File: src/rtl/fifo_pkg.sv
// rtl/fifo_pkg.sv - shared constants and helpers for the parametrised FIFO
package fifo_pkg;
   localparam int FIFO_DATA_W_DEF = 16;
   localparam int FIFO_DEPTH_DEF  = 8;

   localparam int FIFO_STD  = 0;
   localparam int FIFO_FWFT = 1;

   function automatic int clog2(input int value);
      int result;
      result = 0;
      while ((1 << result) < value) result++;
      return result;
   endfunction
endpackage

File: src/rtl/fifo_mem.sv
// rtl/fifo_mem.sv - DATA_W x DEPTH storage, synchronous write, asynchronous read
module fifo_mem
   import fifo_pkg::*;
#(
   parameter int DATA_W = FIFO_DATA_W_DEF,
   parameter int DEPTH  = FIFO_DEPTH_DEF
) (
   input  logic                     clk,
   input  logic                     we,
   input  logic [clog2(DEPTH)-1:0]  waddr,
   input  logic [DATA_W-1:0]        wdata,
   input  logic [clog2(DEPTH)-1:0]  raddr,
   output logic [DATA_W-1:0]        rdata
);

   // Contents are deliberately left unreset so this maps onto plain RAM.
   logic [DATA_W-1:0] mem_q [DEPTH];

   always_ff @(posedge clk) begin
      if (we) begin
         mem_q[waddr] <= wdata;
      end
   end

   assign rdata = mem_q[raddr];

endmodule

File: src/rtl/sync_fifo_param.sv
// rtl/sync_fifo_param.sv - single-clock FIFO with count, thresholds, error pulses and FWFT option
module sync_fifo_param
   import fifo_pkg::*;
#(
   parameter int DATA_W    = FIFO_DATA_W_DEF,
   parameter int DEPTH     = FIFO_DEPTH_DEF,
   parameter int FWFT      = FIFO_STD,
   parameter int AF_THRESH = DEPTH - 2,
   parameter int AE_THRESH = 2
) (
   input  logic                    clk,
   input  logic                    rst_n,
   input  logic                    wr_en,
   input  logic [DATA_W-1:0]       wr_data,
   input  logic                    rd_en,
   output logic [DATA_W-1:0]       rd_data,
   output logic                    full,
   output logic                    almost_full,
   output logic                    empty,
   output logic                    almost_empty,
   output logic [clog2(DEPTH):0]   count,
   output logic                    overflow,
   output logic                    underflow
);

   localparam int ADDR_W = clog2(DEPTH);
   localparam int PTR_W  = ADDR_W + 1;

   localparam logic [PTR_W-1:0] DEPTH_L = PTR_W'(DEPTH);
   localparam logic [PTR_W-1:0] AF_L    = PTR_W'(AF_THRESH);
   localparam logic [PTR_W-1:0] AE_L    = PTR_W'(AE_THRESH);

   if (DATA_W < 1) begin : g_bad_width
      $error("sync_fifo_param: DATA_W must be >= 1");
   end
   if (DEPTH < 2 || (DEPTH & (DEPTH - 1)) != 0) begin : g_bad_depth
      $error("sync_fifo_param: DEPTH must be a power of two >= 2");
   end
   if (AF_THRESH <= 0 || AF_THRESH > DEPTH) begin : g_bad_af
      $error("sync_fifo_param: AF_THRESH out of range");
   end
   if (AE_THRESH < 0 || AE_THRESH >= DEPTH) begin : g_bad_ae
      $error("sync_fifo_param: AE_THRESH out of range");
   end

   logic [PTR_W-1:0]  wptr_q, wptr_d;
   logic [PTR_W-1:0]  rptr_q, rptr_d;
   logic [PTR_W-1:0]  count_q, count_d;
   logic              full_q, full_d;
   logic              almost_full_q, almost_full_d;
   logic              empty_q, empty_d;
   logic              almost_empty_q, almost_empty_d;
   logic              overflow_q, overflow_d;
   logic              underflow_q, underflow_d;
   logic              wr_acc, rd_acc;
   logic [DATA_W-1:0] mem_rdata;

   // Accepts use the registered flags, so a full FIFO still pops on a
   // simultaneous read while the write is dropped, and vice versa when empty.
   always_comb begin
      wr_acc = wr_en & ~full_q;
      rd_acc = rd_en & ~empty_q;

      wptr_d  = wr_acc ? wptr_q + PTR_W'(1) : wptr_q;
      rptr_d  = rd_acc ? rptr_q + PTR_W'(1) : rptr_q;

      count_d = count_q;
      unique case ({wr_acc, rd_acc})
         2'b10:   count_d = count_q + PTR_W'(1);
         2'b01:   count_d = count_q - PTR_W'(1);
         default: count_d = count_q;
      endcase

      full_d         = (count_d == DEPTH_L);
      almost_full_d  = (count_d >= AF_L);
      empty_d        = (count_d == '0);
      almost_empty_d = (count_d <= AE_L);
      overflow_d     = wr_en & full_q;
      underflow_d    = rd_en & empty_q;
   end

   always_ff @(posedge clk or negedge rst_n) begin
      if (!rst_n) begin
         wptr_q         <= '0;
         rptr_q         <= '0;
         count_q        <= '0;
         full_q         <= 1'b0;
         almost_full_q  <= 1'b0;
         empty_q        <= 1'b1;
         almost_empty_q <= 1'b1;
         overflow_q     <= 1'b0;
         underflow_q    <= 1'b0;
      end else begin
         wptr_q         <= wptr_d;
         rptr_q         <= rptr_d;
         count_q        <= count_d;
         full_q         <= full_d;
         almost_full_q  <= almost_full_d;
         empty_q        <= empty_d;
         almost_empty_q <= almost_empty_d;
         overflow_q     <= overflow_d;
         underflow_q    <= underflow_d;
      end
   end

   fifo_mem #(
      .DATA_W (DATA_W),
      .DEPTH  (DEPTH)
   ) u_mem (
      .clk   (clk),
      .we    (wr_acc),
      .waddr (wptr_q[ADDR_W-1:0]),
      .wdata (wr_data),
      .raddr (rptr_q[ADDR_W-1:0]),
      .rdata (mem_rdata)
   );

   if (FWFT == FIFO_FWFT) begin : g_fwft
      assign rd_data = mem_rdata;
   end else begin : g_std
      logic [DATA_W-1:0] rd_data_q, rd_data_d;

      always_comb begin
         rd_data_d = rd_acc ? mem_rdata : rd_data_q;
      end

      always_ff @(posedge clk or negedge rst_n) begin
         if (!rst_n) begin
            rd_data_q <= '0;
         end else begin
            rd_data_q <= rd_data_d;
         end
      end

      assign rd_data = rd_data_q;
   end

   assign full         = full_q;
   assign almost_full  = almost_full_q;
   assign empty        = empty_q;
   assign almost_empty = almost_empty_q;
   assign count        = count_q;
   assign overflow     = overflow_q;
   assign underflow    = underflow_q;

endmodule

File: config.mk
export PLATFORM = sky130hd
export DESIGN_NAME = sync_fifo_param
export DESIGN_NICKNAME = d
export VERILOG_FILES = /design/src/rtl/fifo_pkg.sv /design/src/rtl/fifo_mem.sv /design/src/rtl/sync_fifo_param.sv
export SDC_FILE = /design/constraint.sdc
export NUM_CORES = 1
export LEC_CHECK = 0
export CAP_MARGIN = 40
export CORE_MARGIN = 10
export CORE_UTILIZATION = 50
export DETAILED_ROUTE_END_ITERATION = 10
export GPL_ROUTABILITY_DRIVEN = 0
export PLACE_DENSITY_LB_ADDON = 0.1
export SETUP_SLACK_MARGIN = 0.4
export SLEW_MARGIN = 20
export SYNTH_ARGS = -nofsm -noshare
export SYNTH_HDL_FRONTEND = slang
export SYNTH_SLANG_ARGS = --single-unit
File: constraint.sdc
create_clock -name clk -period 5.51 [get_ports clk]
set_clock_uncertainty 0.15 [all_clocks]
set_input_delay 0.551 -clock clk [delete_from_list [all_inputs] [get_ports clk]]
set_output_delay 0.551 -clock clk [all_outputs]
set_load 0.02 [all_outputs]
==> metrics.txt <==
flop2flop setup slack 2.91 ns; most frequent cell after synthesis edfxtp_1; RSZ-0062 raised after global routing no; Placeable Area between 10000 and 15000 sq um; Routed Antenna Nets 0; Worst-Skew Late Latency 0.42 ns; All-Layer GR Usage roughly 14%; placed insts 527; area grow syn2layout 20.6%; worst-case clock buffer depth 2; Warnings, synthesis 0; Max transition margin 55.0%; Netlist cell types 43; Crit Path Max Fanout 37; die height 132 microns; share of flip-flops with an asynchronous set or reset between 20% and 30%; CP startpoint kind input port; max frequency 367 MHz; area share of the largest cell type after synthesis 61.6%; Post-synth EDFFs 128; total grt overflow 0; Core Rows 40; Worst Setup End Kind flop; Die W 132 microns; nets@finish ~400; ys flop type edfxtp_1; vias in the first global route between 3000 and 4000; Setup violations, final 0; final hold violations 0; area leader, netlist edfxtp_1; n_diodes 0; crit path time final 2.73 ns; CTS sink count 160; syn nets 343; initial antenna violation count 0; Post CTS Setup Buffer Count 0; Post-synth top cells edfxtp_1, mux4_2, dfrtp_1; outcome finished, final reports clean; fraction of layout cells with a size suffix above 1 between 20% and 30%; total I/O pin count 46; Post-route DRC 0; number of H-tree levels 4; WS Path Type in2reg; CTS tree done; Slew Viols, Final 0; Reg clk slew, reported paths 0.06 ns; DRT iter0 DRCs roughly 220; largest cells by area after synthesis edfxtp_1, dfrtp_1, mux4_2; P_leak 2.61 nW; die area 17300 sq um; drt wl/cell approximately 21 microns; Pre-antenna DRT Iters 4; root buffer cell clkbuf_16; Worst-Margin Slew 0.675 ns; TritonCTS Buffers 17; Critical Path AT 2.86 ns; Final Instance Count excl. Fillers 561; PnR Total Power 0.00421 W; Post-Syn Area around 6200 sq um; Max VDD drop 0.262 mV; largest net degree at the start of global routing 38; pwr dens 560 nW/um^2; Port Buffers 45; end of the worst register-to-register path full$_DFF_PN0_; worst hold path type reg2reg; hold depth 2; Worst Hold Path EP rd_data[1]$_DFFE_PN0P_; worst reg-to-reg path cell count 10; TNS Setup 0 ns; Post-Synthesis Cells 319; Initial Util 51.5%; Tcrit/Tclk final 49.5%; Worst Path Required approximately 5.7 ns; first-pass GRT wire length 18500 microns; vias per inst 5.34; Routed Wire Length 11700 microns; Syn Area/Cell 19.5 sq um; Seq cells post-synth between 150 and 200; sequential fraction of the synthesis area ~75%; Via Count 2998; post-DP HPWL 6650 microns; worst r2r src empty$_DFF_PN1_; max-cap viol count 0; min-delay src rd_data[1]$_DFFE_PN0P_
==> registers in the layout, indices dropped and copies added, names as in the netlist, 3 cells and up <==
signal and flops:
u_mem.mem_q 128, rd_data 16, count 4, rptr_q 3
wptr_q 3
==> repair_timing <==
item                                   CTS  global route
resized for setup                        0             0
hold buffers                             0             1
endpoints found under the hold margin    0             6
==> metrics by stage <==
stage / cell area (sq um) / setup WS (ns) / utilization (%) / hold slack [ns]
2_1_floorplan: 6230 / 2.53 / - / 0.105
3_3_place_gp: 6880 / 2.49 / 56.8 / 0.312
3_5_place_dp: 6910 / 2.40 / 57.1 / 0.320
4_1_cts: 7490 / 2.81 / 61.8 / 0.0863
5_1_grt: 7520 / 2.66 / 62.1 / 0.358
6_report: 7520 / 2.78 / 62.1 / 0.325
==> cell usage in the layout (no fill, tap or decap), types with 2 or more instances in the layout <==
cell	Yosys	routed
nor2_1	3	3
dfrtp_1	30	28
clkbuf_16	0	17
edfxtp_1	128	128
a211oi_2	2	2
xnor2_1	7	7
clkbuf_1	5	2
inv_1	2	2
nand2_1	28	28
mux4_2	32	32
mux2i_1	17	17
ha_1	4	4
dfrtp_2	0	2
inv_4	2	2
bufinv_16	0	3
nand2b_1	2	2
buf_12	0	2
buf_4	1	9
clkdlybuf4s50_1	0	44
dfstp_2	2	2
clkinv_2	0	5
o21ai_0	16	16
and2_1	2	2
nor3_2	1	5
clkinv_1	0	3
==> cell families after synthesis <==
| group | after synthesis | synth area share [%] |
|---|---|---|
| AO/OA/AOI/OAI | 25 | 2.45 |
| XOR/XNOR | 8 | 1.24 |
| adder cells (fa/ha/maj) | 4 | 0.803 |
| buffers and inverters | 21 | 2.15 |
| flip-flops | 160 | 74.5 |
| multiplexers | 49 | 14.3 |
| AND/OR/NAND/NOR | 52 | 4.54 |
==> report_power, final <==
part	internal (W)	switching, W	leakage (nW)
clock	0.000704	0.000438	0.287
sequential	0.00158	0.000191	1.55
combinational	0.000638	0.000658	0.781
==> worst max-delay path, stage by stage <==
cell	delay, ns
clkdlybuf4s50_1	0.52
nand2b_4	0.26
inv_4	0.17
nand2_1	0.07
xnor2_1	0.13
ha_1	0.18
a21oi_1	0.16
a21boi_1	0.25
nor3_2	0.08
a32oi_1	0.36
a211oi_2	0.12
==> routing by layer <==
layer | part of all wire [%] | up-vias | track usage [%]
met4 | 1.3 | 0 | 6.37
li1 | - | 1377 | -
met1 | 46 | 1548 | 18.2
met3 | 3.6 | 13 | 4.19
met5 | 0 | - | 0
met2 | 49 | 60 | 21.9
==> cell type report <==
cell class	instances	area (sq um)
Inverter	5	23.8
Clock inverter	13	144
Timing Repair Buffer	58	578
Tap cell	168	210
Sequential cell	160	4650
Clock buffer	19	433
Fill cell	885	4590
Multi-Input combinational cell	138	1480
==> worst max-delay path by stage <==
stage | startpoint | endpoint | slack (ns) | cells after the start
2_1_floorplan | wr_en | u_mem.mem_q[0][0]$_DFFE_PP_ | 2.53 | 3
3_3_place_gp | rd_en | full$_DFF_PN0_ | 2.49 | 11
3_5_place_dp | rd_en | full$_DFF_PN0_ | 2.40 | 11
4_1_cts | rd_en | full$_DFF_PN0_ | 2.81 | 11
5_1_grt | rd_en | full$_DFF_PN0_ | 2.66 | 11
6_report | rd_en | full$_DFF_PN0_ | 2.78 | 11
Power figures use the tool's default switching activity.
